[src/rtl/ads1675_pkg.sv]
`default_nettype none
// ============================================================================
// Module   : ads1675_pkg
// Brief    : Shared types and constants for the ADS1675 control sequencer.
// Revision : 1.0  initial release
// ============================================================================
package ads1675_pkg;

  typedef enum logic [2:0] {
    IDLE    = 3'd0,
    PWRUP   = 3'd1,
    SETTLE  = 3'd2,
    RUN     = 3'd3,
    RESTART = 3'd4
  } ads1675_state_e;

  typedef logic [2:0] drate_t;

  // DRATE pin codes, fastest to slowest output data rate
  localparam drate_t c_DRATE_4M   = 3'b000;
  localparam drate_t c_DRATE_2M   = 3'b001;
  localparam drate_t c_DRATE_1M   = 3'b010;
  localparam drate_t c_DRATE_500K = 3'b011;
  localparam drate_t c_DRATE_250K = 3'b100;
  localparam drate_t c_DRATE_125K = 3'b101;

  function automatic int max_int(input int a, input int b);
    return (a > b) ? a : b;
  endfunction

endpackage
`default_nettype wire

[src/rtl/ads1675_ctrl_timer.sv]
`default_nettype none
// ============================================================================
// Module   : ads1675_ctrl_timer
// Brief    : Loadable down-counter shared by every wait phase of the sequencer;
//            holds at zero once it gets there.
// Revision : 1.0  initial release
// ============================================================================
module ads1675_ctrl_timer #(
  parameter int TW = 8
) (
  input  logic          clk,
  input  logic          rst,
  input  logic          i_load,
  input  logic [TW-1:0] i_load_val,
  output logic [TW-1:0] o_value,
  output logic          o_zero
);

  logic [TW-1:0] r_val;

  always_ff @(posedge clk) begin
    if (rst) begin
      r_val <= '0;
    end else if (i_load) begin
      r_val <= i_load_val;
    end else if (r_val != '0) begin
      r_val <= r_val - 1'b1;
    end
  end

  assign o_value = r_val;
  assign o_zero  = (r_val == '0);

endmodule
`default_nettype wire

[src/rtl/ads1675_ctrl.sv]
`default_nettype none
// ============================================================================
// Module   : ads1675_ctrl
// Brief    : ADS1675 power-up / run sequencer with settle gating, stall
//            recovery and controlled data-rate restarts.
//            Optional: ADS1675_CTRL_STATS_EN builds sample/restart counters.
// Revision : 1.0  initial release
// ============================================================================
module ads1675_ctrl
  import ads1675_pkg::*;
#(
  parameter int W           = 24,
  parameter int PWR_WAIT    = 1000,
  parameter int SETTLE_WAIT = 2048,
  parameter int TIMEOUT     = 256,
  parameter int RESTART_LOW = 4
) (
  input  logic         clk,
  input  logic         rst,
  input  logic         en,
  input  logic [2:0]   drate_cfg,
  input  logic         ll_cfg,
  input  logic         cfg_update,
  input  logic         err_clr,
  input  logic         rx_valid,
  input  logic [W-1:0] rx_data,
  output logic         pdwn_n,
  output logic         start,
  output logic [2:0]   drate,
  output logic         ll_config,
  output logic         rx_en,
  output logic         out_valid,
  output logic [W-1:0] out_data,
  output logic         ready,
  output logic         timeout_err,
  output logic [2:0]   state,
  output logic [31:0]  sample_cnt,
  output logic [15:0]  restart_cnt
);

  localparam int c_TMR_W = $clog2(max_int(max_int(PWR_WAIT, SETTLE_WAIT),
                                          max_int(TIMEOUT, RESTART_LOW))) + 1;

  // A phase loaded with N-1 lasts exactly N cycles before the zero flag fires
  localparam logic [c_TMR_W-1:0] c_LD_PWR     = c_TMR_W'(PWR_WAIT - 1);
  localparam logic [c_TMR_W-1:0] c_LD_SETTLE  = c_TMR_W'(SETTLE_WAIT - 1);
  localparam logic [c_TMR_W-1:0] c_LD_TIMEOUT = c_TMR_W'(TIMEOUT - 1);
  localparam logic [c_TMR_W-1:0] c_LD_RESTART = c_TMR_W'(RESTART_LOW - 1);

  ads1675_state_e r_state;
  ads1675_state_e w_state_nxt;

  logic               w_tmr_load;
  logic [c_TMR_W-1:0] w_tmr_val;
  logic [c_TMR_W-1:0] w_tmr_value;
  logic               w_tmr_zero;
  logic               w_unused_tmr;

  logic               w_fwd;
  logic               w_timeout;
  logic               w_cfg_latch;

  logic               r_pdwn_n,   w_pdwn_nxt;
  logic               r_start,    w_start_nxt;
  logic               r_rx_en,    w_rx_en_nxt;
  logic               r_ready,    w_ready_nxt;
  logic               r_out_valid, w_out_valid_nxt;
  logic [W-1:0]       r_out_data, w_out_data_nxt;
  drate_t             r_drate,    w_drate_nxt;
  logic               r_ll,       w_ll_nxt;
  logic               r_err,      w_err_nxt;

  ads1675_ctrl_timer #(
    .TW (c_TMR_W)
  ) u_timer (
    .clk        (clk),
    .rst        (rst),
    .i_load     (w_tmr_load),
    .i_load_val (w_tmr_val),
    .o_value    (w_tmr_value),
    .o_zero     (w_tmr_zero)
  );

  assign w_unused_tmr = ^w_tmr_value;

  // en low overrides every other event, so each qualifier includes it
  assign w_fwd       = en && (r_state == RUN) && rx_valid;
  assign w_timeout   = en && (r_state == RUN) && w_tmr_zero && !rx_valid;
  assign w_cfg_latch = en && ((r_state == IDLE) || cfg_update);

  always_ff @(posedge clk) begin
    if (rst) begin
      r_state <= IDLE;
    end else begin
      r_state <= w_state_nxt;
    end
  end

  always_comb begin
    w_state_nxt = r_state;
    w_tmr_load  = 1'b0;
    w_tmr_val   = '0;
    if (!en) begin
      w_state_nxt = IDLE;
      w_tmr_load  = 1'b1;
    end else begin
      unique case (r_state)
        IDLE: begin
          w_state_nxt = PWRUP;
          w_tmr_load  = 1'b1;
          w_tmr_val   = c_LD_PWR;
        end
        PWRUP: begin
          if (w_tmr_zero) begin
            w_state_nxt = SETTLE;
            w_tmr_load  = 1'b1;
            w_tmr_val   = c_LD_SETTLE;
          end
        end
        SETTLE: begin
          if (w_tmr_zero) begin
            w_state_nxt = RUN;
            w_tmr_load  = 1'b1;
            w_tmr_val   = c_LD_TIMEOUT;
          end
        end
        RUN: begin
          if (cfg_update || w_timeout) begin
            w_state_nxt = RESTART;
            w_tmr_load  = 1'b1;
            w_tmr_val   = c_LD_RESTART;
          end else if (rx_valid) begin
            w_tmr_load  = 1'b1;
            w_tmr_val   = c_LD_TIMEOUT;
          end
        end
        RESTART: begin
          if (w_tmr_zero) begin
            w_state_nxt = SETTLE;
            w_tmr_load  = 1'b1;
            w_tmr_val   = c_LD_SETTLE;
          end
        end
        default: begin
          w_state_nxt = IDLE;
          w_tmr_load  = 1'b1;
        end
      endcase
    end
  end

  // Pin levels follow the state being entered, so they register alongside it
  always_comb begin
    w_pdwn_nxt      = (w_state_nxt != IDLE);
    w_start_nxt     = (w_state_nxt == SETTLE) || (w_state_nxt == RUN);
    w_rx_en_nxt     = (w_state_nxt != IDLE) && (w_state_nxt != PWRUP);
    w_ready_nxt     = (w_state_nxt == RUN);
    w_out_valid_nxt = w_fwd;
    w_out_data_nxt  = w_fwd ? rx_data : r_out_data;
    w_drate_nxt     = w_cfg_latch ? drate_t'(drate_cfg) : r_drate;
    w_ll_nxt        = w_cfg_latch ? ll_cfg : r_ll;
    w_err_nxt       = r_err;
    if (w_timeout) begin
      w_err_nxt = 1'b1;
    end else if (err_clr) begin
      w_err_nxt = 1'b0;
    end
  end

  always_ff @(posedge clk) begin
    if (rst) begin
      r_pdwn_n    <= 1'b0;
      r_start     <= 1'b0;
      r_rx_en     <= 1'b0;
      r_ready     <= 1'b0;
      r_out_valid <= 1'b0;
      r_out_data  <= '0;
      r_drate     <= c_DRATE_4M;
      r_ll        <= 1'b0;
      r_err       <= 1'b0;
    end else begin
      r_pdwn_n    <= w_pdwn_nxt;
      r_start     <= w_start_nxt;
      r_rx_en     <= w_rx_en_nxt;
      r_ready     <= w_ready_nxt;
      r_out_valid <= w_out_valid_nxt;
      r_out_data  <= w_out_data_nxt;
      r_drate     <= w_drate_nxt;
      r_ll        <= w_ll_nxt;
      r_err       <= w_err_nxt;
    end
  end

  assign pdwn_n      = r_pdwn_n;
  assign start       = r_start;
  assign rx_en       = r_rx_en;
  assign ready       = r_ready;
  assign out_valid   = r_out_valid;
  assign out_data    = r_out_data;
  assign drate       = r_drate;
  assign ll_config   = r_ll;
  assign timeout_err = r_err;
  assign state       = r_state;

`ifdef ADS1675_CTRL_STATS_EN
  logic [31:0] r_sample_cnt;
  logic [15:0] r_restart_cnt;
  logic        w_restart_entry;

  assign w_restart_entry = (r_state == RUN) && (w_state_nxt == RESTART);

  always_ff @(posedge clk) begin
    if (rst || err_clr) begin
      r_sample_cnt  <= '0;
      r_restart_cnt <= '0;
    end else begin
      if (w_fwd && (r_sample_cnt != '1)) begin
        r_sample_cnt <= r_sample_cnt + 32'd1;
      end
      if (w_restart_entry && (r_restart_cnt != '1)) begin
        r_restart_cnt <= r_restart_cnt + 16'd1;
      end
    end
  end

  assign sample_cnt  = r_sample_cnt;
  assign restart_cnt = r_restart_cnt;
`else
  assign sample_cnt  = '0;
  assign restart_cnt = '0;
`endif

endmodule
`default_nettype wire

[config.mk]
export PLATFORM = sky130hd
export DESIGN_NAME = ads1675_ctrl
export DESIGN_NICKNAME = d
export VERILOG_FILES = /design/src/rtl/ads1675_pkg.sv /design/src/rtl/ads1675_ctrl_timer.sv /design/src/rtl/ads1675_ctrl.sv
export SDC_FILE = /design/constraint.sdc
export NUM_CORES = 1
export LEC_CHECK = 0
export ABC_AREA = 1
export BUFFER_PORTS_ARGS = -buffer_cell sky130_fd_sc_hd__buf_2
export CAP_MARGIN = 20
export CORE_UTILIZATION = 52
export CTS_BUF_LIST = sky130_fd_sc_hd__clkbuf_8
export DETAILED_ROUTE_END_ITERATION = 16
export PLACE_DENSITY = 0.9
export REMOVE_ABC_BUFFERS = 1
export SYNTH_ARGS = -nofsm -noshare
export SYNTH_HDL_FRONTEND = slang
export SYNTH_SLANG_ARGS = --single-unit
export TNS_END_PERCENT = 5
[constraint.sdc]
create_clock -name clk -period 2.6 [get_ports clk]
set_input_delay 0 -clock clk [delete_from_list [all_inputs] [get_ports clk]]
set_output_delay 0 -clock clk [all_outputs]
set_load 0.01 [all_outputs]
# == Word level (Yosys, flattened, before mapping) ==
# Cells that the tools add are included.
# word_totals
ff_bits,49
in_bits,34
output_inout_bits,85
wordCells,57
# classes
add_sub_neg,1
eq_ne,7
n_mux,20
n_reduce_logical,18
# op_table
operator,n
11-bit one-hot mux with 4 select lines,1
12-bit two-way mux,2
8-bit two-way mux,3
11-bit two-way mux,2
3-bit by 2-bit == test with 1-bit output (second input constant),4
12-bit zero test,1
3-bit two-way mux,4
3-bit one-hot mux with 4 select lines,1
12-bit nonzero test,1
12-bit by 1-bit subtractor with 12-bit output (second input constant),1
1-bit logical AND,6
1-bit two-way mux,6
2-bit nonzero test,2
3-bit by 1-bit == test with 1-bit output (second input constant),1
3-bit == test (second input constant),1
3-bit zero test,1
1-bit logical OR,3
3-bit by 1-bit inequality test with 1-bit output (second input constant),1
3-bit nonzero test,1
3-bit OR reduction,1
1-bit one-hot mux with 2 select lines,1
2-bit OR reduction,1
1-bit zero test,1

# == Logic depth before layout (Yosys ltp) ==
# logic_depth
depth_word,10
depth_mapped,10
depth_no_buf,10

# == Cells and area by module ==
# A second synthesis with hierarchy kept.
# unflattened
cells_unflattened,382
hier_area_um2,2661.3
# modules_own_cells
module,n_inst,cells_per_inst,area_per_inst_um2,seq_area_each_um2
ads1675_ctrl,1,242,1801.7,740.7
ads1675_ctrl_timer,1,140,859.6,240.2

# == Worst setup path before layout ==
# Ideal clock, no wire load.
# synth_timing
path_kind,reg-to-reg
from,register u_timer.r_val[0] (netlist: u_timer.o_value[0])
to,register u_timer.r_val[9] (netlist: u_timer.o_value[9])
setup_ps,134
t_arrival_ps,1289
t_required_ps,2466
setup_slack_ps,1177
path_stages_with_launch,11
path_buffers,1
period_less_slack_ps,1423
cell_sequence,dfxtp_1 -> inv_1 -> ha_1 -> nand2_2 -> nor2_8 -> nand3_2 -> nand3_2 -> nand2_4 -> buf_8 -> nand3_2 -> a21oi_1
# synth_via
elab_chain_cells,8
word_cells_on_any_way,16
classes_between,1 x add/sub; 9 x mux; 6 x reduce/logical
# synth_lines
item,line,rtl
"start, declared",ads1675_ctrl_timer.sv:19,logic [TW-1:0] r_val;
"start signal, assigned",ads1675_ctrl_timer.sv:25,r_val <= i_load_val;
"start signal, assigned",ads1675_ctrl_timer.sv:27,r_val <= r_val - 1'b1;
12-bit zero test,ads1675_ctrl_timer.sv:32,assign o_zero = (r_val == '0);
1-bit logical AND (2 in a row),ads1675_ctrl.sv:88,assign w_timeout = en && (r_state == RUN) && w_tmr_zero && !rx_valid;
1-bit logical OR,ads1675_ctrl.sv:128,if (cfg_update || w_timeout) begin
1-bit two-way mux,ads1675_ctrl.sv:128,
1-bit one-hot mux with 2 select lines,ads1675_ctrl.sv:107,unique case (r_state)
1-bit two-way mux,ads1675_ctrl.sv:103,if (!en) begin
12-bit two-way mux / 2-bit nonzero test (equally long branches),n/a,
# Parallel ways exist; a longest one is shown, timed or not. The select of a mux whose other input is x is not followed.
# A chain may end at the register's enable or synchronous reset.

# == Worst setup path in the final report ==
# layout_timing
from,register r_state[2] (netlist: state[2])
to,register r_out_data[12] (netlist: out_data[12])
# layout_via
elab_chain_cells,3
# layout_lines
item,line,rtl
"start, declared",ads1675_ctrl.sv:50,ads1675_state_e r_state;
"start signal, assigned",ads1675_ctrl.sv:95,r_state <= w_state_nxt;
3-bit by 2-bit == test with 1-bit output,ads1675_ctrl.sv:87,assign w_fwd = en && (r_state == RUN) && rx_valid;
1-bit logical AND (2 in a row),ads1675_ctrl.sv:87,
"end signal, assigned",ads1675_ctrl.sv:187,r_out_data <= w_out_data_nxt;
"end, declared",ads1675_ctrl.sv:68,"logic [W-1:0] r_out_data, w_out_data_nxt;"
# No other way between the ends.

==> impl_metrics.csv <==
group,metric,value,unit
pwr,powerDensity,492,nW/µm²
layout,stdcell_area,3180,µm²
clock_tree,h-tree-depth,2,
route,vias,2470,
pwr,p_leak,1.57,nW
floorplan,initial_core_util,0.546,
floorplan,die_h,72.9,µm
yosys,synth_top_cell_by_area,"dfxtp_1",
layout,final_layout_size_suffix_gt1_frac,0.273,
route,drt-total-wl,7.03,mm
clock_tree,postCtsHoldBufs,29,
pwr,power,1.56,mW
layout,layout_commonest_cell,"nor2_1",
clock_tree,cts.sinks,49,
sta,fmax,0.573,GHz
yosys,ys_warn_count,0,
global_route,grt_start_max_net_pins,30,
yosys,yosysUniqueCellTypes,31,
pwr,p_comb_frac,0.187,
layout,fillers,328,
route,ant_nets,0,
floorplan,fp.dieW,72.9,µm
placement,io_buffers,70,
global_route,grt_pass1_vias,2456,
sta,relSlewSlack,0.481,
placement,place.detailed.hpwl,3.89,mm
route,drc_errors,0,
placement,globalplace.congestion,0.898,
floorplan,core_area,4790,µm²
yosys,syn_inst,338,
route,routedWlPerCell,14.1,µm
layout,antenna_cells,0,
pwr,power.share.clock,0.311,
floorplan,io_pins,119,
run,max_cap_violations,0,
hold_path,min_path_type,"in -> reg",
clock_tree,cts_tree,"done",
sta,hold_viol,0,
sta,worst_slack,856,ps
yosys,avgSynthCellArea,7.73,µm²
pwr,irDropWorstVdd,393,µV
floorplan,dieArea,5310,µm²
setup_path,critPathLaunchType,"flop",
layout,area_growth_syn_to_layout,21.6,%
yosys,ys_ff_latch,49,
setup_path,endpoint_kind,"flop",
pwr,p_sw,0.481,mW
global_route,grt_usage,0.278,
clock_tree,cts_setup_buffers,0,
pwr,p_int,1.08,mW
setup_path,critPathKind,"reg -> reg",
placement,dpl_cell_area,2790,µm²
global_route,grt_overflow_total,0,
clock_tree,clk_path_buf_depth,2,
clock_tree,cts_buffers,5,
sta,period_needed,1740,ps
yosys,syn_area,2610,µm²
route,drt-initial-drc-count,129,
setup_path,crit_path_max_fanout,24,
status,status,"completed",
sta,fin_crit_sh,0.671,
route,firstDrtPassIters,4,
layout,final_cell_mix,"nor2_1 (73), buf_2 (70), dfxtp_1 (49)",
pwr,netSwitchingFraction,0.308,
setup_path,cp_data_arrival_time,1990,ps
setup_path,cp_data_required_time,2840,ps
clock_tree,ctsResizeCount,0,
global_route,antenna_found_initial,0,
route,drt-vias-per-instance,4.94,
yosys,synth.top_cells.by_area,"dfxtp_1 (38%), buf_4 (14%), nor2_1 (10%)",
sta,tightestPinTransition,777,ps
sta,rsz0062_at_grt,"no",
placement,place_ws,979,ps
floorplan,placementRows,25,
sta,skew,17.1,ps
yosys,yosys.area.top_type_share,0.375,
clock_tree,ctsRootBufferMaster,"clkbuf_8",
clock_tree,cts.clk_slew.worst_paths,100,ps
sta,fin_tns_setup,0,ps
layout,nets,468,
clock_tree,insertion_delay,310,ps
yosys,seq_area_frac_synth,0.375,
sta,drv_slew,0,
global_route,grt_pass1_wl,11.3,mm
sta,finalSetupViolCount,0,
pwr,pwr-share-seq,0.501,
## worst paths after layout
kind	startpoint	to	slack [ps]	depth (start not counted)
max reg2reg	state[2]	out_data[12]	860	7
max	state[2]	out_data[12]	860	7
min	en	u_timer.o_value[10]	50	3
min reg2reg	out_data[19]	out_data[19]	510	2
## metal layers
| metal | vias to the layer above | GRT usage | routed length (µm) |
|---|---|---|---|
| met4 | 0 | 0.153 | 319 |
| li1 | 1153 | - | - |
| met2 | 148 | 0.491 | 3570 |
| met3 | 36 | 0.0525 | 535 |
| met1 | 1133 | 0.316 | 2610 |
| met5 | - | 0 | 0 |
## worst max-delay path, cell delays in order, from the launching register on
cell	delay, ps
dfxtp_1	370
inv_1	110
nand3_1	130
nor2_1	130
nand2_1	250
inv_2	440
nor2_1	120
nor2_1	140
## registers in the layout (all words and copies together), names as in the netlist
name	count
drate	3
ll_config	1
out_data	24
out_valid	1
pdwn_n	1
ready	1
rx_en	1
start	1
state	3
timeout_err	1
u_timer.o_value	12
## cell usage after synthesis
cell	instances
o21ai_1	19
nor2_2	4
dfxtp_1	49
nor3_1	1
buf_2	3
clkbuf_1	4
nand2_2	4
clkbuf_2	1
a31oi_1	1
conb_1	1
nand2_1	30
a21oi_1	11
inv_2	8
a21oi_2	2
inv_1	20
nand3_2	11
nor2_4	2
o21ai_0	14
nor2_8	1
nand3_4	3
xnor2_1	1
ha_1	2
nand3_1	8
nor3_2	2
nand2_4	2
nand3b_1	1
nand4_1	1
buf_8	2
buf_4	50
xor2_1	7
nor2_1	73
## cell families after synthesis
logic type	count (synthesis)	share of synthesized area
other cells	1	0.00144
buf+inv	88	0.209
flops	49	0.375
xor+xnor	8	0.0268
compound gates	47	0.0934
fa+ha+maj	2	0.00958
simple gates	143	0.284
## power groups by stage
stage	clock network [mW]	logic [mW]	registers (mW)
5_1_grt	0.518	0.322	0.785
4_1_cts	0.489	0.280	0.782
3_3_place_gp	0	0.239	0.798
3_5_place_dp	0	0.245	0.799
2_1_floorplan	0	0.178	0.801
6_report	0.487	0.293	0.783
## stage by stage
step / hold WS, ps / cells / utilization
floorplan: 62.4 / 325 / -
global placement: 224 / 463 / 0.583
detailed placement: 235 / 463 / 0.583
CTS: 33.1 / 500 / 0.664
global route: 52.6 / 500 / 0.664
finish: 48.0 / 500 / 0.664
## cell type report
type | count | area, µm² | area share
multi-input combinational | 248 | 1260 | 0.397
sequential | 49 | 981 | 0.309
clock buffer | 5 | 68.8 | 0.0217
tap | 67 | 83.8 | 0.0264
timing repair buffer | 100 | 648 | 0.204
clock inverter | 3 | 28.8 | 0.00906
inverter | 28 | 105 | 0.0331
No activity file was read; power rests on OpenSTA's default activity.
